<file path="src/rtl/reg_bus_pkg.sv">
// Shared types and defaults for the register-bus master.
// REG_BUS_WR_VERIFY_EN adds the write-verify readback states.
package reg_bus_pkg;

  localparam int unsigned DATA_W_DEF = 32;
  localparam int unsigned SEL_W_DEF  = 1;

  typedef enum logic {
    OP_READ  = 1'b0,
    OP_WRITE = 1'b1
  } op_e;

  typedef logic [2:0] state_t;

  localparam state_t StIdle    = 3'd0;
  localparam state_t StDrive   = 3'd1;
  localparam state_t StRdWait  = 3'd2;
  localparam state_t StResp    = 3'd3;
`ifdef REG_BUS_WR_VERIFY_EN
  localparam state_t StVrdDrive = 3'd4;
  localparam state_t StVrdWait  = 3'd5;
`endif

  typedef struct packed {
    logic [DATA_W_DEF-1:0] rdata;
    logic                  err;
  } rsp_t;

endpackage

</file>
<file path="src/rtl/reg_bus_lat_counter.sv">
// Read-latency down-counter: load with LAT, count while enabled, done in the last wait cycle.
module reg_bus_lat_counter #(
  parameter int unsigned LAT = 1
) (
  input  logic clk_i,
  input  logic rst_i,
  input  logic load_i,
  input  logic en_i,
  output logic done_o
);

  localparam int unsigned CntW = $clog2(LAT + 1);

  logic [CntW-1:0] cnt_q, cnt_d;

  always_comb begin
    cnt_d = cnt_q;
    if (load_i) begin
      cnt_d = CntW'(LAT);
    end else if (en_i && (cnt_q != '0)) begin
      cnt_d = cnt_q - CntW'(1);
    end
  end

  assign done_o = en_i && (cnt_q == CntW'(1));

  always_ff @(posedge clk_i) begin
    if (rst_i) begin
      cnt_q <= '0;
    end else begin
      cnt_q <= cnt_d;
    end
  end

endmodule

</file>
<file path="src/rtl/reg_bus_master.sv">
// Single-outstanding initiator for the register-slave bus.
// Define REG_BUS_WR_VERIFY_EN to read back every legal write and flag mismatches.
module reg_bus_master
  import reg_bus_pkg::*;
#(
  parameter int unsigned DATA_W   = DATA_W_DEF,
  parameter int unsigned SEL_W    = SEL_W_DEF,
  parameter int unsigned NUM_REGS = 2,
  parameter int unsigned RD_LAT   = 1
) (
  input  logic              clk,
  input  logic              rst,
  input  logic              cmd_valid,
  output logic              cmd_ready,
  input  logic              cmd_write,
  input  logic [SEL_W-1:0]  cmd_sel,
  input  logic [DATA_W-1:0] cmd_wdata,
  output logic              rsp_valid,
  input  logic              rsp_ready,
  output logic [DATA_W-1:0] rsp_rdata,
  output logic              rsp_err,
  output logic              bus_rw,
  output logic [SEL_W-1:0]  bus_sel,
  output logic [DATA_W-1:0] bus_wdata,
  output logic              bus_oe,
  input  logic [DATA_W-1:0] bus_rdata,
  output logic [15:0]       txn_cnt
);

  state_t            state_q, state_d;
  op_e               op_q, op_d;
  logic              bus_rw_q, bus_rw_d;
  logic              bus_oe_q, bus_oe_d;
  logic [SEL_W-1:0]  bus_sel_q, bus_sel_d;
  logic [DATA_W-1:0] bus_wdata_q, bus_wdata_d;
  logic              rsp_valid_q, rsp_valid_d;
  logic [DATA_W-1:0] rsp_rdata_q, rsp_rdata_d;
  logic              rsp_err_q, rsp_err_d;
  logic [15:0]       txn_cnt_q, txn_cnt_d;

  logic cnt_load, cnt_en, cnt_done;
  logic cmd_legal;

  assign cmd_legal = 32'(cmd_sel) < NUM_REGS;

  reg_bus_lat_counter #(
    .LAT(RD_LAT)
  ) u_lat_counter (
    .clk_i (clk),
    .rst_i (rst),
    .load_i(cnt_load),
    .en_i  (cnt_en),
    .done_o(cnt_done)
  );

  always_comb begin
    state_d     = state_q;
    op_d        = op_q;
    bus_rw_d    = 1'b0;
    bus_oe_d    = 1'b0;
    bus_sel_d   = bus_sel_q;
    bus_wdata_d = bus_wdata_q;
    rsp_valid_d = rsp_valid_q;
    rsp_rdata_d = rsp_rdata_q;
    rsp_err_d   = rsp_err_q;
    txn_cnt_d   = txn_cnt_q;
    cnt_load    = 1'b0;
    cnt_en      = 1'b0;

    case (state_q)
      StIdle: begin
        if (cmd_valid) begin
          op_d = op_e'(cmd_write);
          if (cmd_legal) begin
            state_d   = StDrive;
            bus_sel_d = cmd_sel;
            if (cmd_write) begin
              bus_rw_d    = 1'b1;
              bus_oe_d    = 1'b1;
              bus_wdata_d = cmd_wdata;
            end
          end else begin
            // Illegal select answers immediately and never touches the bus.
            state_d     = StResp;
            rsp_valid_d = 1'b1;
            rsp_err_d   = 1'b1;
            rsp_rdata_d = '0;
          end
        end
      end

      StDrive: begin
        if (op_q == OP_WRITE) begin
`ifdef REG_BUS_WR_VERIFY_EN
          state_d = StVrdDrive;
`else
          state_d     = StResp;
          rsp_valid_d = 1'b1;
          rsp_err_d   = 1'b0;
          rsp_rdata_d = '0;
`endif
        end else begin
          state_d  = StRdWait;
          cnt_load = 1'b1;
        end
      end

      StRdWait: begin
        cnt_en = 1'b1;
        if (cnt_done) begin
          state_d     = StResp;
          rsp_valid_d = 1'b1;
          rsp_err_d   = 1'b0;
          rsp_rdata_d = bus_rdata;
        end
      end

`ifdef REG_BUS_WR_VERIFY_EN
      StVrdDrive: begin
        state_d  = StVrdWait;
        cnt_load = 1'b1;
      end

      StVrdWait: begin
        cnt_en = 1'b1;
        if (cnt_done) begin
          state_d     = StResp;
          rsp_valid_d = 1'b1;
          rsp_rdata_d = bus_rdata;
          rsp_err_d   = (bus_rdata != bus_wdata_q);
        end
      end
`endif

      StResp: begin
        if (rsp_ready) begin
          state_d     = StIdle;
          rsp_valid_d = 1'b0;
          txn_cnt_d   = txn_cnt_q + 16'd1;
        end
      end

      default: state_d = StIdle;
    endcase
  end

  always_ff @(posedge clk) begin
    if (rst) begin
      state_q     <= StIdle;
      op_q        <= OP_READ;
      bus_rw_q    <= 1'b0;
      bus_oe_q    <= 1'b0;
      bus_sel_q   <= '0;
      bus_wdata_q <= '0;
      rsp_valid_q <= 1'b0;
      rsp_rdata_q <= '0;
      rsp_err_q   <= 1'b0;
      txn_cnt_q   <= 16'd0;
    end else begin
      state_q     <= state_d;
      op_q        <= op_d;
      bus_rw_q    <= bus_rw_d;
      bus_oe_q    <= bus_oe_d;
      bus_sel_q   <= bus_sel_d;
      bus_wdata_q <= bus_wdata_d;
      rsp_valid_q <= rsp_valid_d;
      rsp_rdata_q <= rsp_rdata_d;
      rsp_err_q   <= rsp_err_d;
      txn_cnt_q   <= txn_cnt_d;
    end
  end

  assign cmd_ready = (state_q == StIdle) && !rst;
  assign rsp_valid = rsp_valid_q;
  assign rsp_rdata = rsp_rdata_q;
  assign rsp_err   = rsp_err_q;
  assign bus_rw    = bus_rw_q;
  assign bus_oe    = bus_oe_q;
  assign bus_sel   = bus_sel_q;
  assign bus_wdata = bus_wdata_q;
  assign txn_cnt   = txn_cnt_q;

endmodule

</file>
<file path="config.mk">
export PLATFORM = sky130hd
export DESIGN_NAME = reg_bus_master
export DESIGN_NICKNAME = d
export VERILOG_FILES = /design/src/rtl/reg_bus_pkg.sv /design/src/rtl/reg_bus_lat_counter.sv /design/src/rtl/reg_bus_master.sv
export SDC_FILE = /design/constraint.sdc
export NUM_CORES = 1
export LEC_CHECK = 0
export ABC_CLOCK_PERIOD_IN_PS = 2300
export CAP_MARGIN = 10
export CORE_MARGIN = 3
export CORE_UTILIZATION = 35
export DETAILED_ROUTE_END_ITERATION = 7
export HOLD_SLACK_MARGIN = 0.05
export PLACE_DENSITY = 0.68
export SYNTH_ARGS = -nofsm -noshare
export SYNTH_HDL_FRONTEND = slang
export SYNTH_HIERARCHICAL = 1
export SYNTH_SLANG_ARGS = --single-unit
</file>
<file path="constraint.sdc">
create_clock -name clk -period 2.3 [get_ports clk]
set_clock_uncertainty 0.05 [all_clocks]
set_input_delay 0.575 -clock clk [delete_from_list [all_inputs] [get_ports clk]]
set_output_delay 0.575 -clock clk [all_outputs]
set_load 0.005 [all_outputs]
</file>
==> impl_metrics.tcl <==
set metrics [dict create \
    start_kind "flop" \
    reg2reg_setup_slack_ps 390 \
    yosysWarningCount 6 \
    grt_max_degree 49 \
    layout_commonest_cell "clkdlybuf4s50_1" \
    grt_pass1_vias 3207 \
    io-pin-count 156 \
    cts_resized 3 \
    utilization 0.551 \
    cellPowerDensity_nw_per_um2 735 \
    num_rows 36 \
    pre_cts_ws_ps 119 \
    clock_path_buffers 2 \
    p_leak_nw 1.83 \
    die_height_um 108 \
    cts-root-buf "clkbuf_8" \
    portBuffers 154 \
    synth_cell_types 33 \
    routed_via_density 4.80 \
    cts.sinks 87 \
    worst_slew_pin_slew_ps 592 \
    synthAdderAreaFrac 0.0240 \
    dp_cells 686 \
    maxCapViolCount 0 \
    finalCritPeriodShare 0.890 \
    hold_violations 0 \
    antenna_found_initial 0 \
    critPathCaptureType "primary output" \
    diodes 0 \
    critPathMaxFanout 5 \
    num_vias 3368 \
    synth_seq_area_share 0.478 \
    clk_pin_slew_ps 80 \
    max_freq_ghz 0.489 \
    yosysTopAreaCell "dfxtp_1" \
    hold_slack_ps 404 \
    setup_viol 0 \
    grt.total_usage 0.166 \
    die_w_um 108 \
    ant_nets 0 \
    synthMuxAreaShare 0.0178 \
    tns_ps 0 \
    relSlewSlack 0.605 \
    firstDrtPassIters 4 \
    required_ps 1670 \
    power_switching_mw 1.36 \
    h-tree-depth 3 \
    synth_xor_area_frac 0.0240 \
    ys_dominant_reg_cell "dfxtp_1" \
    cts_buffers 9 \
    syn_inst 422 \
    grt_overflow 0 \
    final_cell_mix "152 x clkdlybuf4s50_1, 85 x dfxtp_1, 74 x nand2_1, 39 x a21oi_1, 34 x nand4_1" \
    hold_class "flop to flop" \
    status "finished clean" \
    pwr-share-comb 0.317 \
    place_area_sq_um 5290 \
    tritoncts "yes" \
    drive_above_1_share 0.169 \
    synth_top_area_share 0.478 \
    n_fill_cell 924 \
    postSynthAreaPerCell_sq_um 8.64 \
    area_growth_pct 50.5 \
    wl_per_cell_um 13.9 \
    swShare 0.337 \
    async_reset_ff_frac 0 \
    crit_type "flop to primary output" \
    finalPower_mw 4.03 \
    synth_seq_cells 87 \
    wl_um 9790 \
    syn_area_sq_um 3650 \
    slew_viol_final 0 \
    synth-simple-area-share 0.266 \
    final_nets 641 \
    drtIter0Drc 136 \
    yosys-top-cells-area "dfxtp_1 48%, nand2_1 7.6%, a21oi_2 7.2%" \
    finalInstanceArea_sq_um 5490 \
    cts_hold_buf 0 \
    start_util 0.366 \
    finalWorstSetupSlack_ps 253 \
    fin_crit_ps 2050 \
    dpl.hpwl_um 6820 \
    coreArea_sq_um 9950 \
    clk_latency_ps 350 \
    layout.cells.non_filler 702 \
    place_congestion 0.746 \
    synth-compound-area-share 0.131 \
    cts_setup_buffers 0 \
    rsz0062_at_grt "false" \
    drc 0 \
    synth_nets 499 \
    pwr-share-seq 0.419 \
    worstPathArrival_ps 1420 \
    synth_top_family_by_area "simple AND/OR/NAND/NOR gates" \
    grt_pass1_wl_um 15600 \
    dieArea_sq_um 11700 \
    p_int_mw 2.67 \
    max-vdd-ir-drop_mv 0.560 \
    synth_edf_count 0 \
    clockPowerShare 0.264 \
]
[final cells by class]
class	instances	area (sq um)	area share
clock buffer	11	141	0.0258
clock inverter	5	57.6	0.0105
inverter	9	33.8	0.00616
multi-input combinational	291	1690	0.308
sequential	87	1740	0.318
tap	133	166	0.0303
timing repair buffer	166	1650	0.301
[sequential cells by signal (all words and copies together) (netlist names)]
signal               cells
bus_sel                  1
rsp_rdata               32
u_lat_counter/cnt_q      1
state_q                  2
txn_cnt                 16
rsp_valid                1
bus_oe                   1
bus_wdata               32
op_q                     1
[critical path, cell delays in order (launching register included)]
cell and delay (ps):
dfxtp_2 370, inv_1 90, ha_1 210, nor2b_1 120, dlygate4sd2_1 280
[Yosys cell counts, drive strengths merged (2+ instances only)]
library cell  count
and3              2
mux2              4
buf              10
nand4            34
ha                7
a211oi            2
inv               9
nor3              4
nor2b             7
clkbuf           25
nor2             24
xnor2             9
nor4              6
and4              2
mux2i             2
a21oi            69
or3               2
nand2           104
dfxtp            87
nand2b            2
nand3             6
[path summary, 6_finish.rpt]
| check | from | end | cells past startpoint |
|---|---|---|---|
| worst max-delay path | state_q[0] | cmd_ready | 4 |
| worst min-delay path | rsp_rdata[7] | rsp_rdata[7] | 2 |
| worst max register to register | state_q[1] | rsp_rdata[29] | 8 |
| worst min register to register | rsp_rdata[7] | rsp_rdata[7] | 2 |
[metal layers]
metal,GRT usage,part of all wire,vias up
li1,-,-,1699
met5,0,0,-
met4,0.0523,0.015,0
met2,0.267,0.48,94
met1,0.205,0.43,1564
met3,0.0651,0.081,11
[power by group through the flow]
stage / clock network, mW / logic (mW) / registers (mW)
after floorplan: 0 / 0.845 / 1.72
after global placement: 0 / 1.29 / 1.71
after detailed placement: 0 / 1.31 / 1.72
after CTS: 1.11 / 1.31 / 1.69
after global routing: 1.17 / 1.41 / 1.70
final: 1.07 / 1.28 / 1.69
[cell families after synthesis]
| family | after synthesis |
|---|---|
| muxes | 6 |
| xor gates and xnor gates | 10 |
| adders and majority gates | 7 |
| AOI/OAI and AO/OA | 72 |
| and+or+nand+nor | 195 |
| DFF | 87 |
| buffers and inverters | 44 |
| other | 1 |
No activity file was read; power rests on OpenSTA's default activity.
